--- src/rtl/sprite_draw_sequencer_pkg.sv ---
// Shared definitions for the sprite draw path: FSM state encoding, pixel
// field widths, default screen geometry and background colour constants.
// The width and colour constants are also used by the sprite plotters.
package sprite_draw_sequencer_pkg;

    localparam int X_W = 9;
    localparam int Y_W = 8;
    localparam int C_W = 3;

    localparam int SCREEN_W_DEF = 320;
    localparam int SCREEN_H_DEF = 240;

    localparam logic [C_W-1:0] BG_BLACK = 3'b000;
    localparam logic [C_W-1:0] BG_WHITE = 3'b111;

    typedef enum logic [2:0] {
        S_IDLE   = 3'd0,
        S_CLEAR  = 3'd1,
        S_SELECT = 3'd2,
        S_DRAW   = 3'd3,
        S_FDONE  = 3'd4
    } draw_state_t;

endpackage

--- src/rtl/sprite_draw_sequencer_frame_timer.sv ---
// Free-running frame timer: counts 0..FRAME_CYCLES-1 and emits a one-cycle
// tick while the count sits at 0 after each wrap.
// Ports:
//   clk     system clock
//   resetn  synchronous active-low reset (count and tick cleared)
//   tick    one-cycle frame pulse
module sprite_draw_sequencer_frame_timer #(
    parameter int FRAME_CYCLES = 833333
) (
    input  logic clk,
    input  logic resetn,
    output logic tick
);

    localparam int CW = (FRAME_CYCLES > 1) ? $clog2(FRAME_CYCLES) : 1;
    localparam logic [CW-1:0] LAST = CW'(FRAME_CYCLES - 1);

    logic [CW-1:0] count;

    always_ff @(posedge clk) begin
        if (!resetn) begin
            count <= '0;
            tick  <= 1'b0;
        end else begin
            tick <= (count == LAST);
            if (count == LAST)
                count <= '0;
            else
                count <= count + 1'b1;
        end
    end

endmodule

--- src/rtl/sprite_draw_sequencer.sv ---
// Owns the VGA adapter write port. Once per frame tick it optionally sweeps
// the screen with the background colour, then enables each active sprite
// plotter in slot order, forwarding its pixel stream until it reports done
// (or the watchdog gives up on it).
// Ports:
//   clk, resetn                      clock, synchronous active-low reset
//   sprite_active/done/x/y/colour    per-slot plotter interface (packed, slot k at k*width)
//   sprite_enable                    one-hot or zero plotter enables
//   vga_x/y/colour/plot              registered adapter write port
//   frame_done                       one-cycle pulse at end of frame
//   busy                             high outside S_IDLE
//   overrun, timeout_err             sticky error flags
module sprite_draw_sequencer
    import sprite_draw_sequencer_pkg::*;
#(
    parameter int             NUM_SPRITES  = 4,
    parameter int             FRAME_CYCLES = 833333,
    parameter int             CLEAR_EN     = 1,
    parameter int             SCREEN_W     = SCREEN_W_DEF,
    parameter int             SCREEN_H     = SCREEN_H_DEF,
    parameter logic [C_W-1:0] BG_COLOUR    = BG_BLACK,
    parameter int             TIMEOUT      = 1023
) (
    input  logic                       clk,
    input  logic                       resetn,
    input  logic [NUM_SPRITES-1:0]     sprite_active,
    input  logic [NUM_SPRITES-1:0]     sprite_done,
    input  logic [X_W*NUM_SPRITES-1:0] sprite_x,
    input  logic [Y_W*NUM_SPRITES-1:0] sprite_y,
    input  logic [C_W*NUM_SPRITES-1:0] sprite_colour,
    output logic [NUM_SPRITES-1:0]     sprite_enable,
    output logic [X_W-1:0]             vga_x,
    output logic [Y_W-1:0]             vga_y,
    output logic [C_W-1:0]             vga_colour,
    output logic                       vga_plot,
    output logic                       frame_done,
    output logic                       busy,
    output logic                       overrun,
    output logic                       timeout_err
);

    localparam int CXW  = (SCREEN_W > 1) ? $clog2(SCREEN_W) : 1;
    localparam int CYW  = (SCREEN_H > 1) ? $clog2(SCREEN_H) : 1;
    localparam int WDW  = (TIMEOUT > 1) ? $clog2(TIMEOUT) : 1;
    localparam int SW   = (NUM_SPRITES > 1) ? $clog2(NUM_SPRITES) : 1;
    localparam int IDXW = $clog2(NUM_SPRITES + 1);

    localparam logic [CXW-1:0]  CX_LAST = CXW'(SCREEN_W - 1);
    localparam logic [CYW-1:0]  CY_LAST = CYW'(SCREEN_H - 1);
    localparam logic [WDW-1:0]  WD_LOAD = WDW'(TIMEOUT - 1);
    localparam logic [IDXW-1:0] IDX_END = IDXW'(NUM_SPRITES);

    draw_state_t     state;
    logic [IDXW-1:0] idx;
    logic [SW-1:0]   slot;
    logic [CXW-1:0]  cx;
    logic [CYW-1:0]  cy;
    logic [WDW-1:0]  wd;
    logic            tick;

    logic [X_W-1:0] x_arr [NUM_SPRITES];
    logic [Y_W-1:0] y_arr [NUM_SPRITES];
    logic [C_W-1:0] c_arr [NUM_SPRITES];

    for (genvar k = 0; k < NUM_SPRITES; k++) begin : g_unpack
        assign x_arr[k] = sprite_x[X_W*k +: X_W];
        assign y_arr[k] = sprite_y[Y_W*k +: Y_W];
        assign c_arr[k] = sprite_colour[C_W*k +: C_W];
    end

    // idx runs one past the last slot to signal end of frame; slot is only
    // used to index when idx is a real slot
    assign slot = idx[SW-1:0];

    sprite_draw_sequencer_frame_timer #(
        .FRAME_CYCLES(FRAME_CYCLES)
    ) u_frame_timer (
        .clk   (clk),
        .resetn(resetn),
        .tick  (tick)
    );

    always_ff @(posedge clk) begin
        if (!resetn) begin
            state         <= S_IDLE;
            idx           <= '0;
            cx            <= '0;
            cy            <= '0;
            wd            <= '0;
            sprite_enable <= '0;
            vga_x         <= '0;
            vga_y         <= '0;
            vga_colour    <= '0;
            vga_plot      <= 1'b0;
            frame_done    <= 1'b0;
            busy          <= 1'b0;
            overrun       <= 1'b0;
            timeout_err   <= 1'b0;
        end else begin
            vga_plot   <= 1'b0;
            frame_done <= 1'b0;

            // a tick that lands mid-frame is dropped, never queued
            if (tick && state != S_IDLE)
                overrun <= 1'b1;

            case (state)
                S_IDLE: begin
                    if (tick) begin
                        idx   <= '0;
                        cx    <= '0;
                        cy    <= '0;
                        busy  <= 1'b1;
                        state <= (CLEAR_EN != 0) ? S_CLEAR : S_SELECT;
                    end
                end

                S_CLEAR: begin
                    vga_plot   <= 1'b1;
                    vga_x      <= X_W'(cx);
                    vga_y      <= Y_W'(cy);
                    vga_colour <= BG_COLOUR;
                    if (cx == CX_LAST) begin
                        cx <= '0;
                        if (cy == CY_LAST) begin
                            cy    <= '0;
                            state <= S_SELECT;
                        end else begin
                            cy <= cy + 1'b1;
                        end
                    end else begin
                        cx <= cx + 1'b1;
                    end
                end

                S_SELECT: begin
                    if (idx == IDX_END) begin
                        frame_done <= 1'b1;
                        state      <= S_FDONE;
                    end else if (sprite_active[slot]) begin
                        sprite_enable[slot] <= 1'b1;
                        wd                  <= WD_LOAD;
                        state               <= S_DRAW;
                    end else begin
                        idx <= idx + 1'b1;
                    end
                end

                S_DRAW: begin
                    // the done cycle still carries the plotter's final pixel
                    vga_plot   <= 1'b1;
                    vga_x      <= x_arr[slot];
                    vga_y      <= y_arr[slot];
                    vga_colour <= c_arr[slot];
                    // enable drops on the same edge so the plotter sees it low
                    // when it returns to its wait state and does not restart
                    if (sprite_done[slot] || wd == '0) begin
                        if (!sprite_done[slot])
                            timeout_err <= 1'b1;
                        sprite_enable <= '0;
                        idx           <= idx + 1'b1;
                        state         <= S_SELECT;
                    end else begin
                        wd <= wd - 1'b1;
                    end
                end

                S_FDONE: begin
                    idx   <= '0;
                    busy  <= 1'b0;
                    state <= S_IDLE;
                end

                default: begin
                    sprite_enable <= '0;
                    busy          <= 1'b0;
                    state         <= S_IDLE;
                end
            endcase
        end
    end

endmodule

--- config.mk ---
export PLATFORM = sky130hd
export DESIGN_NAME = sprite_draw_sequencer
export DESIGN_NICKNAME = d
export VERILOG_FILES = /design/src/rtl/sprite_draw_sequencer_pkg.sv /design/src/rtl/sprite_draw_sequencer_frame_timer.sv /design/src/rtl/sprite_draw_sequencer.sv
export SDC_FILE = /design/constraint.sdc
export NUM_CORES = 1
export LEC_CHECK = 0
export BUFFER_PORTS_ARGS = -buffer_cell sky130_fd_sc_hd__buf_2
export CAP_MARGIN = 20
export CORE_UTILIZATION = 33
export DETAILED_ROUTE_END_ITERATION = 8
export PLACE_DENSITY = 0.51
export SLEW_MARGIN = 10
export SYNTH_ARGS = -nofsm -noshare
export SYNTH_HDL_FRONTEND = slang
export SYNTH_HIERARCHICAL = 1
export SYNTH_SLANG_ARGS = --single-unit
--- constraint.sdc ---
create_clock -name clk -period 4.49 [get_ports clk]
set_clock_uncertainty 0.2 [all_clocks]
set_input_delay 0.2245 -clock clk [delete_from_list [all_inputs] [get_ports clk]]
set_output_delay 0.2245 -clock clk [all_outputs]
set_load 0.01 [all_outputs]
==> results of run 1 <==
==> sequential cells by signal (all words and copies together), names as in the netlist <==
| register | count |
|---|---|
| overrun | 1 |
| timeout_err | 1 |
| sprite_enable | 4 |
| vga_x | 9 |
| wd | 10 |
| frame_done | 1 |
| u_frame_timer/count | 20 |
| cy | 8 |
| busy | 1 |
| u_frame_timer/tick | 1 |
| vga_y | 8 |
| vga_colour | 3 |
| cx | 9 |
| state | 3 |
| idx | 3 |
| vga_plot | 1 |
==> routing by layer <==
layer | wire length [um] | share of wire
met1 | 5190 | 0.44
met2 | 5830 | 0.50
met3 | 556 | 0.048
met4 | 104 | 0.0089
met5 | 0 | 0
==> synth_stat cells, types with 6 or more instances <==
cell	n
a211oi_1	22
a21oi_1	28
a22oi_1	7
a311oi_1	7
buf_2	11
clkbuf_1	16
dfxtp_1	83
ha_1	9
inv_1	14
mux2i_1	20
mux4_2	22
nand2_1	25
nand3_1	22
nand4_1	6
nor2_1	71
nor3_1	19
o21ai_0	13
or3_1	8
xnor2_1	14
==> power by group <==
part           switching (mW)  leakage (nW)  internal, mW
registers              0.0279         0.670         0.777
logic                   0.156          1.26         0.122
clock network           0.301         0.145         0.443
==> per-stage QoR <==
stage | area (sq um) | power (mW) | setup slack (ns) | hold slack, ns | instances
2_1_floorplan | 4540 | 0.995 | 2.11 | 0.192 | 491
3_3_place_gp | 5230 | 1.10 | 2.04 | 0.251 | 758
3_5_place_dp | 5230 | 1.10 | 2.01 | 0.257 | 758
4_1_cts | 5520 | 1.85 | 2.01 | 0.0966 | 774
5_1_grt | 5520 | 1.91 | 1.84 | 0.115 | 774
6_report | 5520 | 1.83 | 1.99 | 0.105 | 774
==> layout by cell type (no fill, tap or decap), types with 19 or more instances in the layout <==
cell type    n
nand3_1     22
a211oi_1    22
nor3_1      19
a21oi_1     28
mux2i_1     20
nand2_1     25
dfxtp_1     82
buf_2      118
nor2_1      71
mux4_2      22
==> final cells by class <==
class | instances | area [sq um] | area share
clock buffer | 11 | 243 | 0.0440
sequential | 83 | 1660 | 0.301
multi-input combinational | 362 | 2660 | 0.482
timing repair buffer | 123 | 628 | 0.114
clock inverter | 5 | 52.6 | 0.00952
inverter | 14 | 52.6 | 0.00952
tap | 176 | 220 | 0.0399
==> logic make-up after synthesis <==
group,count (synthesis),synth area share
xor+xnor,16,0.0308
compound gates,99,0.146
mux,42,0.153
buf+inv,46,0.0485
flops,83,0.366
fa+ha+maj,9,0.0248
simple gates,196,0.231
==> critical path: stages, from the launching register on <==
cell and delay (ns):
dfxtp_1 0.61, nand2b_1 0.41, nor2_1 0.24, or3_1 0.43, nor4b_1 0.15, a311o_1 0.32
==> path summary, 6_finish.rpt <==
kind / start / to / slack [ns] / cells past startpoint
max: state[2] / idx[2] / 1.99 / 5
min: resetn / wd[9] / 0.10 / 2
max reg2reg: state[2] / idx[2] / 1.99 / 5
min reg2reg: overrun / overrun / 0.28 / 2
==> impl_metrics.tcl, run 1 <==
set metrics [dict create \
    root_buffer "clkbuf_16" \
    synthCells 491 \
    initial_core_util 0.340 \
    synth_area_leader_cell "dfxtp_1" \
    cts_max_level 3 \
    path_class "flop to flop" \
    rows 42 \
    numPortBuffers 118 \
    vias 4064 \
    max_freq_mhz 400 \
    async_reset_ff_frac 0 \
    maxSlewViolCount 0 \
    gp_congestion 0.803 \
    final_antenna_net_count 0 \
    layout-drive-gt1-share 0.296 \
    crit_fanout 16 \
    timing.final.crit_period_ns 2.50 \
    clock_path_buffers 2 \
    syn_to_final_growth_pct 21.6 \
    critPathRequiredTime_ns 4.51 \
    leakage_nw 2.08 \
    synth_warnings 6 \
    tns_ns 0 \
    period_share 0.557 \
    hold_buffers 0 \
    ys_ff_latch 83 \
    io_pins 119 \
    cts_tree "done" \
    ys.flop_type "dfxtp_1" \
    coreArea_sq_um 13300 \
    cp-end-kind "flop" \
    fillers 1368 \
    synth_cell_type_count 60 \
    use_met3 0.0484 \
    synth_top_area_frac 0.366 \
    min_path_type "primary input to flop" \
    ctsResizeCount 0 \
    cts_buffers 9 \
    drtIter0Drc 191 \
    first_pass_iters 4 \
    ys_top_cells_by_area "dfxtp_1 37%, mux4_2 11%, nor2_1 5.9%" \
    dieArea_sq_um 14200 \
    status "complete, no violations" \
    grt_antenna_before_repair 0 \
    slew_headroom 0.387 \
    hold_viol 0 \
    gr-total-overflow 0 \
    pwr_density_cell_nw_per_um2 331 \
    setup_viol 0 \
    busiest_layer "met2" \
    clock_sinks 83 \
    final_util 0.414 \
    synth.avg_cell_area_sq_um 9.25 \
    grt_pass1_vias 3807 \
    nNetsFinal 692 \
    grt_pass1_wl_mm 18.7 \
    antennaDiodeCount 0 \
    grt_max_degree 48 \
    drc 0 \
    hpwl_mm 8.44 \
    die_w_um 119 \
    wl_per_cell_um 15.1 \
    tightest_slew_ns 0.913 \
    start_kind "flop" \
    peakVddDrop_v 0.000150 \
    insertion_delay_ns 0.35 \
    synth-seq-area-share 0.366 \
    track_usage 0.165 \
    cts_setup_buffers 0 \
    grt_setup_unrepaired "false" \
    grt.met2_usage 0.277 \
    synth_edf_count 0 \
    cts.reportedPaths.clkPinSlew_ns 0.07 \
    routed_wl_mm 11.7 \
    synth_area_sq_um 4540 \
    die_y_um 119 \
    worstPathArrival_ns 2.53 \
    avgViaCountPerCell 5.25 \
    met1_usage 0.206 \
    synth_nets 590 \
    maxCapViolCount 0 \
]
Note: power is estimated with default switching activity, not from simulation.
==> run 2, diff against run 1 <==
PLACE_DENSITY = 0.53   (was 0.51)
clock period = 2.3 ns   (was 4.49 ns; I/O delays follow)
==> impl_metrics.tcl, run 2 (same netlist as run 1, synthesis figures left out) <==
set metrics [dict create \
    tns_ns 0 \
    die_w_um 119 \
    largest_register_ffs 20 \
    nNetsFinal 716 \
    timing.final.crit_period_ns 2.14 \
    final_util 0.427 \
    drtIter0Drc 222 \
    grt_max_degree 36 \
    pwr_density_cell_nw_per_um2 628 \
    grt_antenna_before_repair 0 \
    grt_setup_unrepaired "false" \
    dp.cells 781 \
    slew_headroom 0.743 \
    dieArea_sq_um 14200 \
    cts_tree "done" \
    tightest_slew_ns 0.376 \
    hold_viol 0 \
    cts.reportedPaths.clkPinSlew_ns 0.06 \
    first_pass_iters 4 \
    top_register "u_frame_timer/count" \
    avgViaCountPerCell 5.24 \
    period_share 0.931 \
    cts_setup_buffers 0 \
    reg_top3 "u_frame_timer/count x20, wd x10" \
    die_y_um 119 \
    wl_per_cell_um 15.1 \
    final_cell_mix "118 x buf_2, 82 x dfxtp_1, 71 x nor2_1, 28 x a21oi_1, 28 x buf_4" \
    coreArea_sq_um 13300 \
    rrSetupSlack_ns 0.16 \
    layout_commonest_cell "buf_2" \
    critPathRequiredTime_ns 2.37 \
    initial_core_util 0.340 \
    cts_buffers 9 \
    grt_pass1_wl_mm 19.4 \
    io_pins 119 \
    hpwl_mm 8.92 \
    final_area_sq_um 5700 \
    placed_cell_area_sq_um 5400 \
    syn_to_final_growth_pct 25.5 \
    r2r-end "cy[6]" \
    gp_congestion 0.788 \
    drc 0 \
    insertion_delay_ns 0.34 \
    status "complete, no violations" \
    vias 4173 \
    whs_path_depth 4 \
    min_path_type "primary input to flop" \
    antennaDiodeCount 0 \
    root_buffer "clkbuf_16" \
    leakage_nw 2.19 \
    start_kind "flop" \
    path_class "flop to flop" \
    cp-end-kind "flop" \
    worstPathArrival_ns 2.21 \
    holdPathEnd "vga_colour[1]" \
    grt_pass1_vias 3959 \
    fin_cells 796 \
    max_freq_mhz 467 \
    gr-total-overflow 0 \
    maxSlewViolCount 0 \
    clock_path_buffers 2 \
    maxCapViolCount 0 \
    routed_wl_mm 12.0 \
    final_antenna_net_count 0 \
    min_from "sprite_colour[1]" \
    peakVddDrop_v 0.000378 \
    layout-drive-gt1-share 0.324 \
    setup_viol 0 \
    reg2regPathDepth 6 \
    track_usage 0.172 \
    clock_sinks 83 \
    crit_fanout 5 \
    rows 42 \
    cts_max_level 3 \
    rr_startpoint "cx[1]" \
    hold_slack_ns 0.0426 \
    numPortBuffers 118 \
]
run 2: timing repair:
| action | CTS | global route |
|---|---|---|
| endpoints found under the hold margin | 1 | 0 |
| hold buffers | 1 | 0 |
| resized for setup | 0 | 2 |
| endpoints found under the setup margin | 0 | 4 |
run 2: critical path: stages, from the launching register on:
cell and delay (ns):
dfxtp_1 0.36, ha_1 0.21, and3_4 0.22, a41oi_1 0.13, or3_1 0.34, or4_1 0.47
o22ai_1 0.15
run 2: area by class of cell:
class	instances	area [sq um]
inverters	14	52.6
multi-input cells	362	2670
flip-flops and latches	83	1660
clock inverters	1	7.51
fillers	1346	7650
clock buffers	13	280
well taps	176	220
repair buffers	147	811
run 2: metrics by stage:
step	total power, mW	setup slack [ns]
after floorplan	1.94	0.0323
after global placement	2.20	0.124
after detailed placement	2.21	0.0880
after CTS	3.63	0.0781
after global routing	3.78	0.00441
final	3.58	0.158
run 2: worst max path at each step:
stage,from,end,slack [ns],cells after the start
4_1_cts,idx[0],idx[2],0.08,5
3_3_place_gp,idx[0],idx[2],0.12,5
3_5_place_dp,idx[0],idx[2],0.09,5
6_report,cx[1],cy[6],0.16,6
5_1_grt,wd[0],idx[2],0.004,7
2_1_floorplan,idx[0],idx[2],0.03,9
run 2: power breakdown:
part / switching [mW] / internal [mW]
Clock: 0.567 / 0.838
Combinational: 0.326 / 0.286
Sequential: 0.0464 / 1.52
Total: 0.939 / 2.64
run 2: per-layer routing:
layer / GRT usage / wire (um) / vias up
li1: - / - / 2073
met1: 0.213 / 5400 / 2002
met2: 0.291 / 5900 / 83
met3: 0.0345 / 487 / 15
met4: 0.0680 / 191 / 0
met5: 0 / 0 / -
